## src/rtl/svc_axi_sram_if.sv

```systemverilog
// rtl/svc_axi_sram_if.sv - AXI4 slave to single-word SRAM command/response stream.
// Optional SVC_AXI_SRAM_IF_RR_ARB_EN selects round-robin AR/AW arbitration (default: read priority).
module svc_axi_sram_if #(
  parameter int AXI_ADDR_WIDTH  = 20,
  parameter int AXI_DATA_WIDTH  = 16,
  parameter int AXI_STRB_WIDTH  = AXI_DATA_WIDTH / 8,
  parameter int AXI_ID_WIDTH    = 4,
  parameter int SRAM_ADDR_WIDTH = AXI_ADDR_WIDTH - $clog2(AXI_STRB_WIDTH)
) (
  input  logic                       clk,
  input  logic                       rst_n,
  input  logic                       s_axi_awvalid,
  output logic                       s_axi_awready,
  input  logic [AXI_ADDR_WIDTH-1:0]  s_axi_awaddr,
  input  logic [AXI_ID_WIDTH-1:0]    s_axi_awid,
  input  logic [7:0]                 s_axi_awlen,
  input  logic [2:0]                 s_axi_awsize,
  input  logic [1:0]                 s_axi_awburst,
  input  logic                       s_axi_wvalid,
  output logic                       s_axi_wready,
  input  logic [AXI_DATA_WIDTH-1:0]  s_axi_wdata,
  input  logic [AXI_STRB_WIDTH-1:0]  s_axi_wstrb,
  input  logic                       s_axi_wlast,
  output logic                       s_axi_bvalid,
  input  logic                       s_axi_bready,
  output logic [AXI_ID_WIDTH-1:0]    s_axi_bid,
  output logic [1:0]                 s_axi_bresp,
  input  logic                       s_axi_arvalid,
  output logic                       s_axi_arready,
  input  logic [AXI_ADDR_WIDTH-1:0]  s_axi_araddr,
  input  logic [AXI_ID_WIDTH-1:0]    s_axi_arid,
  input  logic [7:0]                 s_axi_arlen,
  input  logic [2:0]                 s_axi_arsize,
  input  logic [1:0]                 s_axi_arburst,
  output logic                       s_axi_rvalid,
  input  logic                       s_axi_rready,
  output logic [AXI_ID_WIDTH-1:0]    s_axi_rid,
  output logic [AXI_DATA_WIDTH-1:0]  s_axi_rdata,
  output logic [1:0]                 s_axi_rresp,
  output logic                       s_axi_rlast,
  output logic                       sram_cmd_valid,
  input  logic                       sram_cmd_ready,
  output logic [SRAM_ADDR_WIDTH-1:0] sram_cmd_addr,
  output logic                       sram_cmd_wr_en,
  output logic [AXI_DATA_WIDTH-1:0]  sram_cmd_wr_data,
  output logic [AXI_STRB_WIDTH-1:0]  sram_cmd_wr_strb,
  input  logic                       sram_resp_rd_valid,
  output logic                       sram_resp_rd_ready,
  input  logic [AXI_DATA_WIDTH-1:0]  sram_resp_rd_data
);
  localparam int LSB = $clog2(AXI_STRB_WIDTH);

  typedef enum logic [1:0] {IDLE, READ, WRITE} state_t;

  state_t                     state, state_next;
  logic [SRAM_ADDR_WIDTH-1:0] addr;
  logic [7:0]                 beat_cnt;
  logic [AXI_ID_WIDTH-1:0]    bid_q, rid_q;
  logic                       r_busy;
  logic [7:0]                 r_cnt;
  logic                       bvalid_q;
  logic                       ar_elig, aw_elig, grant_ar, grant_aw;
  logic                       cmd_hs, r_hs;

  // Burst type, size and wlast carry no information for this block.
  logic unused_ok;
  assign unused_ok = ^{s_axi_awsize, s_axi_awburst, s_axi_arsize, s_axi_arburst, s_axi_wlast};

  assign ar_elig = (state == IDLE) && s_axi_arvalid && !r_busy;
  assign aw_elig = (state == IDLE) && s_axi_awvalid && !bvalid_q;

`ifdef SVC_AXI_SRAM_IF_RR_ARB_EN
  logic last_rd;

  always_comb begin
    grant_ar = ar_elig;
    if (ar_elig && aw_elig) grant_ar = !last_rd;
    grant_aw = aw_elig && !grant_ar;
  end

  always_ff @(posedge clk) begin
    if (!rst_n) last_rd <= 1'b0;
    else if (grant_ar || grant_aw) last_rd <= grant_ar;
  end
`else
  assign grant_ar = ar_elig;
  assign grant_aw = aw_elig && !ar_elig;
`endif

  always_comb begin
    state_next     = state;
    s_axi_arready  = 1'b0;
    s_axi_awready  = 1'b0;
    s_axi_wready   = 1'b0;
    sram_cmd_valid = 1'b0;
    sram_cmd_wr_en = 1'b0;
    case (state)
      IDLE: begin
        if (grant_ar) begin
          s_axi_arready = 1'b1;
          state_next    = READ;
        end else if (grant_aw) begin
          s_axi_awready = 1'b1;
          state_next    = WRITE;
        end
      end
      READ: begin
        sram_cmd_valid = 1'b1;
        if (sram_cmd_ready && beat_cnt == 8'd0) state_next = IDLE;
      end
      WRITE: begin
        sram_cmd_valid = s_axi_wvalid;
        sram_cmd_wr_en = 1'b1;
        s_axi_wready   = sram_cmd_ready;
        if (s_axi_wvalid && sram_cmd_ready && beat_cnt == 8'd0) state_next = IDLE;
      end
      default: state_next = IDLE;
    endcase
  end

  assign cmd_hs = sram_cmd_valid && sram_cmd_ready;
  assign r_hs   = s_axi_rvalid && s_axi_rready;

  always_ff @(posedge clk) begin
    if (!rst_n) begin
      state    <= IDLE;
      addr     <= '0;
      beat_cnt <= 8'd0;
      bid_q    <= '0;
      rid_q    <= '0;
      r_busy   <= 1'b0;
      r_cnt    <= 8'd0;
      bvalid_q <= 1'b0;
    end else begin
      state <= state_next;
      // R tracking runs independently of the command FSM; AR accept needs !r_busy so they never collide.
      if (r_hs) begin
        r_cnt <= r_cnt - 8'd1;
        if (r_cnt == 8'd0) r_busy <= 1'b0;
      end
      if (s_axi_arready) begin
        addr     <= SRAM_ADDR_WIDTH'(s_axi_araddr >> LSB);
        beat_cnt <= s_axi_arlen;
        r_busy   <= 1'b1;
        r_cnt    <= s_axi_arlen;
        rid_q    <= s_axi_arid;
      end else if (s_axi_awready) begin
        addr     <= SRAM_ADDR_WIDTH'(s_axi_awaddr >> LSB);
        beat_cnt <= s_axi_awlen;
        bid_q    <= s_axi_awid;
      end else if (cmd_hs) begin
        addr     <= addr + 1'b1;
        beat_cnt <= beat_cnt - 8'd1;
      end
      if (s_axi_bvalid && s_axi_bready) bvalid_q <= 1'b0;
      if (state == WRITE && cmd_hs && beat_cnt == 8'd0) bvalid_q <= 1'b1;
    end
  end

  assign sram_cmd_addr      = addr;
  assign sram_cmd_wr_data   = s_axi_wdata;
  assign sram_cmd_wr_strb   = s_axi_wstrb;
  assign s_axi_bvalid       = bvalid_q;
  assign s_axi_bid          = bid_q;
  assign s_axi_bresp        = 2'b00;
  assign s_axi_rvalid       = sram_resp_rd_valid && r_busy;
  assign sram_resp_rd_ready = s_axi_rready && r_busy;
  assign s_axi_rdata        = sram_resp_rd_data;
  assign s_axi_rid          = rid_q;
  assign s_axi_rresp        = 2'b00;
  assign s_axi_rlast        = r_busy && (r_cnt == 8'd0);
endmodule
```

## config.mk

```make
export PLATFORM = sky130hd
export DESIGN_NAME = svc_axi_sram_if
export DESIGN_NICKNAME = d
export VERILOG_FILES = /design/src/rtl/svc_axi_sram_if.sv
export SDC_FILE = /design/constraint.sdc
export NUM_CORES = 1
export LEC_CHECK = 0
export BUFFER_PORTS_ARGS = -buffer_cell sky130_fd_sc_hd__buf_2
export CORE_MARGIN = 2
export CORE_UTILIZATION = 40
export CTS_CLUSTER_DIAMETER = 150
export DETAILED_ROUTE_END_ITERATION = 10
export PLACE_DENSITY_LB_ADDON = 0.2
export SLEW_MARGIN = 20
export SYNTH_ARGS = -nofsm -noshare
export SYNTH_HDL_FRONTEND = slang
export SYNTH_SLANG_ARGS = --single-unit
export TNS_END_PERCENT = 20
```

## constraint.sdc

```tcl
create_clock -name clk -period 2.09 [get_ports clk]
set_clock_uncertainty 0.1 [all_clocks]
set_input_delay 0.1045 -clock clk [delete_from_list [all_inputs] [get_ports clk]]
set_output_delay 0.1045 -clock clk [all_outputs]
set_load 0.01 [all_outputs]
```

; ---- Word level (Yosys, flattened, before mapping)
; Cells that the tools add are included.
[word_totals]
output_inout_bits = 74
inputBits = 118
word_cells = 72
reg_bits = 47
[classes]
n_bitwise = 1
n_eq_ne = 5
n_addsub = 3
reduce_logical = 29
muxes = 26
[ops]
columns = operator, count
row1 = 2-to-1 mux 19 bit, 3
row2 = 2-to-1 mux 8 bit, 5
row3 = "adder 19 x 1 -> 19 bit, second input constant", 1
row4 = logical AND 1 bit, 16
row5 = logical NOT 8 bit, 2
row6 = "subtractor 8 x 1 -> 8 bit, second input constant", 2
row7 = 2-to-1 mux 1 bit, 12
row8 = 2-to-1 mux 2 bit, 4
row9 = case mux 2 bit (3 select lines), 1
row10 = nonzero test 2 bit, 3
row11 = "inequality test 2 bit, second input constant", 2
row12 = AND reduction 2 bit, 2
row13 = logical NOT 1 bit, 3
row14 = "inequality test 3 bit, second input constant", 1
row15 = AND reduction 3 bit, 1
row16 = nonzero test 3 bit, 1
row17 = "== test 2 x 1 -> 1 bit, second input constant", 1
row18 = "== test 2 bit, second input constant", 1
row19 = logical NOT 2 bit, 1
row20 = case mux 1 bit (2 select lines), 1
row21 = NOT 1 bit, 1

; ---- Logic depth before layout (Yosys ltp)
; Gate-level depths: netlist (run 1).
[depth]
depth_word = 10
depth_mapped = 11
ltp_nobuf = 8

; ---- Worst setup path after synthesis (run 1)
; No wires, ideal clock.
[synth_path]
kind = register -> register
from = register state[0]
to = register addr[6] (netlist: sram_cmd_addr[6])
path_stages_with_launch = 8
t_arrival_ns = 1.837
path_slack_ns = 0.037
period_less_slack_ns = 2.053
setup_ns = 0.116
path_buffers = 0
required_ns = 1.874
cell_sequence = dfxtp_1 inv_1 ha_1 a21oi_1 nor2_2 nor2_1 nor2_1 o211a_1
[synth_via]
elab_chain_len = 10
elab_cells_between_ends = 19
classes_between = eq/ne: 2 / mux: 8 / reduce/logical: 9
[synth_lines]
columns = element, line
row1 = from (decl), 55  ; state_t state, state_next;
row2 = from (signal assigned), 135  ; state <= state_next;
row3 = logical NOT 2 bit, "69, 70, 97"
row4 = logical AND 1 bit (2 in series), 69  ; assign ar_elig = (state == IDLE) && s_axi_arvalid && !r_busy;
row5 = logical NOT 1 bit, 87  ; assign grant_aw = aw_elig && !ar_elig;
row6 = logical AND 1 bit, 87
row7 = 2-to-1 mux 1 bit, 102  ; end else if (grant_aw) begin
row8 = 2-to-1 mux 1 bit, 99  ; if (grant_ar) begin
row9 = 2-to-1 mux 1 bit, 97  ; case (state)
row10 = 2-to-1 mux 19 bit, 147  ; end else if (s_axi_awready) begin
row11 = 2-to-1 mux 19 bit, 141  ; if (s_axi_arready) begin
row12 = to (signal assigned), 142  ; addr <= SRAM_ADDR_WIDTH'(s_axi_araddr >> LSB);
row13 = to (signal assigned), 148  ; addr <= SRAM_ADDR_WIDTH'(s_axi_awaddr >> LSB);
row14 = to (signal assigned), 152  ; addr <= addr + 1'b1;
row15 = to (decl), 56  ; logic [SRAM_ADDR_WIDTH-1:0] addr;
; Parallel ways exist; a longest one is shown, timed or not.
; A chain may end at the register's enable or synchronous reset.

; ---- Worst setup path after layout (run 1)
[layout_path]
from = register state[1]
to = register beat_cnt[7]
[layout_via]
elab_chain_len = 10
elab_cells_between_ends = 19
classes_between = eq/ne: 2 / mux: 8 / reduce/logical: 9
[layout_lines]
columns = element, line
row1 = logical NOT 2 bit, "69, 70, 97"
row2 = logical AND 1 bit (2 in series), 69
row3 = logical NOT 1 bit, 87
row4 = logical AND 1 bit, 87
row5 = 2-to-1 mux 1 bit, 102
row6 = 2-to-1 mux 1 bit, 99
row7 = 2-to-1 mux 1 bit, 97
row8 = 2-to-1 mux 8 bit, 147
row9 = 2-to-1 mux 8 bit, 141
row10 = to (signal assigned), 143  ; beat_cnt <= s_axi_arlen;
row11 = to (signal assigned), 149  ; beat_cnt <= s_axi_awlen;
row12 = to (signal assigned), 153  ; beat_cnt <= beat_cnt - 8'd1;
row13 = to (decl), 57  ; logic [7:0] beat_cnt;
; Parallel ways exist; a longest one is shown, timed or not.

==> results of run 1 <==
==> worst max-delay path: stages (launching register included) <==
cell and delay [ns]:
dfxtp_1 0.33, inv_1 0.10, ha_2 0.24, and3b_4 0.24, buf_4 0.19, nor2_4 0.04, o21ai_1 0.11, buf_4 0.19
o21ai_0 0.09, a221oi_1 0.26
==> worst max-delay path by stage <==
stage                                                 to  slack [ns]
after floorplan            sram_cmd_addr[6]$_SDFFE_PN0P_        0.04
after global placement    sram_cmd_addr[17]$_SDFFE_PN0P_       0.006
after detailed placement  sram_cmd_addr[17]$_SDFFE_PN0P_       -0.02
after CTS                       beat_cnt[7]$_SDFFE_PN0P_        0.07
after global routing       sram_cmd_addr[2]$_SDFFE_PN0P_       -0.01
final                           beat_cnt[7]$_SDFFE_PN0P_        0.11
==> stage by stage <==
step	TNS, ns	worst slack, ns	util, %
4_1_cts	0	0.0666	51.6
2_1_floorplan	0	0.0371	-
3_3_place_gp	0	0.00598	48.7
3_5_place_dp	-0.0218	-0.0218	48.7
5_1_grt	-0.0196	-0.0130	51.8
6_report	0	0.113	51.8
==> power groups by stage <==
stage / Combinational (mW) / Clock (mW) / Sequential [mW]
after floorplan: 1.76 / 0 / 1.49
after global placement: 2.69 / 0 / 1.45
after detailed placement: 2.73 / 0 / 1.45
after CTS: 2.77 / 0.566 / 1.44
after global routing: 3.10 / 0.606 / 1.49
final: 2.79 / 0.558 / 1.45
==> cell usage after synthesis, types with 5 or more instances <==
master | count | area share, %
ha_1 | 8 | 3.1
clkbuf_1 | 8 | 0.92
a31oi_1 | 11 | 2.1
buf_4 | 39 | 9.0
a21oi_1 | 36 | 5.5
a22o_1 | 6 | 1.6
and3_1 | 8 | 1.5
nand4_1 | 6 | 1.2
inv_1 | 18 | 2.1
nand3_1 | 8 | 1.2
o21ai_0 | 38 | 5.9
dfxtp_1 | 47 | 29
buf_2 | 7 | 1.1
and2_1 | 7 | 1.3
o211ai_1 | 9 | 2.1
nand2_1 | 47 | 5.4
xnor2_1 | 5 | 1.3
nor2_1 | 20 | 2.3
nor3_1 | 11 | 1.7
==> routing by layer <==
layer | part of all wire (%) | up-vias
met5 | 0 | -
met4 | 1.5 | 0
met3 | 6.2 | 19
met2 | 46 | 124
met1 | 46 | 1555
li1 | - | 1690
==> registers in the layout, summed over array words and instances (netlist names) <==
name           count
beat_cnt           8
r_busy             1
r_cnt              8
s_axi_bid          4
s_axi_bvalid       1
s_axi_rid          4
sram_cmd_addr     19
state              2
==> cell families after synthesis <==
kind of cell / Yosys count / share of synthesized area [%]
compound gates: 143 / 28.6
xor+xnor: 8 / 2.16
fa+ha+maj: 8 / 3.08
buf+inv: 76 / 14.0
flops: 47 / 28.9
mux: 1 / 0.308
other cells: 1 / 0.115
simple gates: 134 / 22.7
==> cell type report <==
class | count | area, um^2
Clock buffer | 7 | 76.3
Clock inverter | 1 | 5.00
Fill cell | 812 | 3760
Inverter | 19 | 71.3
Multi-Input combinational cell | 298 | 1890
Sequential cell | 47 | 941
Tap cell | 102 | 128
Timing Repair Buffer | 151 | 940
==> repair_timing <==
action	4_1_cts	5_1_grt
buffers inserted	1	0
hold buffers	12	0
endpoints found under the setup margin	4	12
pin swaps	1	0
resized for setup	1	4
hold endpoints to repair	11	0
==> results.txt, run 1 <==
fin area = 0.00405 mm^2
Yosys reg bits = 47
Worst-Skew Late Latency = 0.30 ns
Detailed Route WL = 9.59 mm
met1 Track Usage GR = 28.2%
Worst-path clk slew = 0.09 ns
Tightest Pin Transition = 0.615 ns
Net Sw Frac = 44.4%
Flop pwr share = 30.2%
crit path kind = reg -> reg
Finished Layout Cells = 625
Area Growth Syn to Fin = 24.5%
fin nets = 648
Leakage Power = 1.85 nW
Tcrit/Tclk final = 94.6%
Most used DFF post-synth = dfxtp_1
Via density = 5.42
Post-synth EDFFs = 0
IO Port Bufs = 106
antenna diode instance count = 0
Final Max Tran Viols = 0
Worst setup EP type = register
Yosys Warn Count = 0
Fin. Hold Viols = 0
antenna violations before repair = 0
largest net degree at the start of global routing = 33
Tmin final = 1.98 ns
CP Launch Type = register
share of layout cells above drive strength 1 = 31.2%
met2 Track Usage GR = 35.3%
Synth Instances = 418
commonest non-fill, non-tap cell in the layout = buf_2
RePlAce Congestion = 0.885
CTS Sinks = 47
sequential share of the synthesized area = 28.9%
Total Power = 4.80 mW
clock share of power = 11.6%
RSZ-0062 raised after global routing = yes
final number of setup-violating endpoints = 0
Worst Hold Endpoint = beat_cnt[4]$_SDFFE_PN0P_
hpwl dp = 7.18 mm
Synth async-reset ratio = 0%
first-pass GRT wire length = 15.2 mm
switching pwr = 2.13 mW
Die H = 94.1 um
die area = 0.00886 mm^2
hold path cells = 3
Worst Hold Launch = s_axi_arlen[4]
WL/cell = 15.3 um
DRT antenna net count = 0
Logic pwr share = 58.2%
DR iter-0 viols = 123
hold_ws = 0.0246 ns
Netlist cell types = 64
CORE AREA = 0.00781 mm^2
CTS root buffer = clkbuf_8
met3 GRT Util = 3.21%
Placed Instances = 604
maximum VDD drop = 0.524 mV
vias in the first global route = 3244
fmax = 506 MHz
number of detailed-route iterations in the first pass = 5
worst reg2reg endpoint = beat_cnt[7]$_SDFFE_PN0P_
htree depth = 2
Worst Setup SP = state[1]$_SDFFE_PN0P_
Pint = 2.67 mW
mapped cell area = 0.00325 mm^2
Max Cap Viol = 0
Global Route Usage Sum = 21.3%
row cnt = 32
overall die width = 94.1 um
R2R Path Start = state[1]$_SDFFE_PN0P_
critical path data required time = 2.19 ns
CTS Buf Count = 5
Critical Path Fanout Max = 9
busiest layer in global routing = met2
Area after DPL = 0.00380 mm^2
setup slack, reg-to-reg = 0.11 ns
maximum clock path buffer count = 2
critical path arrival = 2.08 ns
slew margin rel. = 59.0%
Initial Utilization = 41.6%
commonest non-fill, non-tap cells in the layout = 106 x buf_2, 47 x nand2_1, 47 x dfxtp_1, 37 x o21ai_0, 35 x a21oi_1
Mean Syn Cell Area = 7.78 um^2
PD cells = 1190 mW/mm^2
status = finished clean
min-delay worst type = in -> reg
Remaining Overflow, GRT = 0
CTS tree = done
# IOs = 192
DRC = 0
worst reg2reg path depth = 9
Vias = 3388
Power figures use the tool's default switching activity.
==> inputs of run 2 (changes only) <==
--- a/config.mk
+++ b/config.mk
@@ -7,7 +7,8 @@
 export LEC_CHECK = 0
 export BUFFER_PORTS_ARGS = -buffer_cell sky130_fd_sc_hd__buf_2
 export CORE_MARGIN = 2
-export CORE_UTILIZATION = 40
+export CORE_UTILIZATION = 41
+export CTS_BUF_LIST = sky130_fd_sc_hd__clkbuf_8
 export CTS_CLUSTER_DIAMETER = 150
 export DETAILED_ROUTE_END_ITERATION = 10
 export PLACE_DENSITY_LB_ADDON = 0.2
==> run 2 against run 1 <==
  * Worst hold slack worse by 0.019 ns
  * Fmax is 4.0% lower
  * Sequential share of layout area is 0.18 points lower
  * Non-clock buffer count is 4 higher
  * Worst setup slack worse by 0.082 ns
  * Die area is 2.3% lower
  * Via count is 0.91% higher
  * Largest cell class unchanged
==> results.txt, run 2 (synthesis results as in run 1) <==
fmax = 486 MHz
fin nets = 652
Net Sw Frac = 43.7%
maximum clock path buffer count = 2
CTS Sinks = 47
largest net degree at the start of global routing = 26
switching pwr = 2.16 mW
Worst-path clk slew = 0.10 ns
Area Growth Syn to Fin = 25.5%
row cnt = 32
CTS Buf Count = 5
Die H = 93.0 um
die area = 0.00866 mm^2
htree depth = 2
IO Port Bufs = 106
RePlAce Congestion = 0.829
status = finished clean
fin util = 53.1%
Initial Utilization = 42.3%
overall die width = 93.0 um
crit path kind = reg -> reg
Tcrit/Tclk final = 98.5%
share of layout cells above drive strength 1 = 32.8%
Detailed Route WL = 9.60 mm
Max Cap Viol = 0
clock share of power = 13.9%
PD cells = 1210 mW/mm^2
critical path data required time = 2.19 ns
slew margin rel. = 64.5%
Vias = 3419
Via density = 5.44
number of detailed-route iterations in the first pass = 5
min-delay worst type = in -> reg
Tightest Pin Transition = 0.528 ns
first-pass GRT wire length = 15.4 mm
Total Power = 4.95 mW
Worst setup EP type = register
Logic pwr share = 56.4%
WL/cell = 15.3 um
DRT antenna net count = 0
setup_tns = 0 ns
Area after DPL = 0.00381 mm^2
CP Launch Type = register
antenna violations before repair = 0
antenna diode instance count = 0
commonest non-fill, non-tap cells in the layout = 106 x buf_2, 47 x dfxtp_1, 46 x nand2_1, 37 x o21ai_0, 37 x buf_4
commonest non-fill, non-tap cell in the layout = buf_2
final number of setup-violating endpoints = 0
DR iter-0 viols = 154
Global Route Usage Sum = 22.2%
critical path arrival = 2.16 ns
maximum VDD drop = 0.470 mV
CTS tree = done
CTS root buffer = clkbuf_8
Leakage Power = 1.88 nW
Critical Path Fanout Max = 3
Remaining Overflow, GRT = 0
RSZ-0062 raised after global routing = yes
Final Max Tran Viols = 0
Tmin final = 2.06 ns
vias in the first global route = 3170
Flop pwr share = 29.7%
Pint = 2.79 mW
max reg flops = 19
CORE AREA = 0.00769 mm^2
hpwl dp = 7.11 mm
Fin. Hold Viols = 0
DRC = 0
fin area = 0.00408 mm^2
Worst-Skew Late Latency = 0.31 ns
# IOs = 192
hold_ws = 0.00560 ns
## run 2: cell count changes in the layout (fill, tap and decap cells not counted), sizes merged
cell,previous run,this run
dlygate4sd3,12,11
clkinv,1,2
buf,139,144
bufinv,0,1
clkbuf,7,5
## run 2: per-stage QoR
step	setup slack, ns	instances
after floorplan	0.0371	421
after global placement	0.0635	608
after detailed placement	-0.00470	608
after CTS	0.0218	627
after global routing	-0.0462	629
final	0.0306	629
## run 2: path summary, 6_finish.rpt
path / from / to / slack (ns) / cells past startpoint
worst max-delay path: state[1]$_SDFFE_PN0P_ / sram_cmd_addr[3]$_SDFFE_PN0P_ / 0.03 / 7
worst min-delay path: s_axi_bready / s_axi_bvalid$_SDFFE_PN0P_ / 0.006 / 3
worst max register to register: state[1]$_SDFFE_PN0P_ / sram_cmd_addr[3]$_SDFFE_PN0P_ / 0.03 / 7
worst min register to register: s_axi_rid[3]$_SDFFE_PN0P_ / s_axi_rid[3]$_SDFFE_PN0P_ / 0.36 / 2
## run 2: worst max-delay path, stage by stage (launching register included)
cell	delay [ns]
dfxtp_1	0.34
inv_1	0.08
ha_2	0.36
nand2_2	0.09
buf_4	0.15
nor4_1	0.44
mux2i_1	0.16
a32o_1	0.24
## run 2: cell type report
cell class,count,area (um^2)
tap,102,128
timing repair buffer,155,930
inverter,19,73.8
fill,765,3610
sequential,47,941
clock buffer,5,68.8
clock inverter,3,43.8
multi-input combinational,298,1890
## run 2: routing by layer
layer	global-route usage (%)	vias to the layer above	wire, um	share of wire (%)
met5	0	-	0	0
met4	7.60	0	175	1.8
met3	4.19	20	558	5.8
met2	35.0	112	4360	45
met1	30.5	1593	4510	47
li1	-	1694	-	-
## run 2: timing repair
| action | 4_1_cts | 5_1_grt |
|---|---|---|
| endpoints found under the hold margin | 10 | 0 |
| cloned | 0 | 0 |
| hold buffers | 11 | 0 |
| setup buffers | 0 | 2 |
| gates resized for setup | 2 | 7 |
| pin swaps | 0 | 1 |
| setup endpoints to repair | 3 | 19 |
## run 2: power groups by stage
stage | clock (mW) | combinational [mW] | sequential (mW)
6_report | 0.689 | 2.79 | 1.47
5_1_grt | 0.748 | 3.12 | 1.51
4_1_cts | 0.704 | 2.75 | 1.46
3_5_place_dp | 0 | 2.71 | 1.48
3_3_place_gp | 0 | 2.66 | 1.46
2_1_floorplan | 0 | 1.76 | 1.49
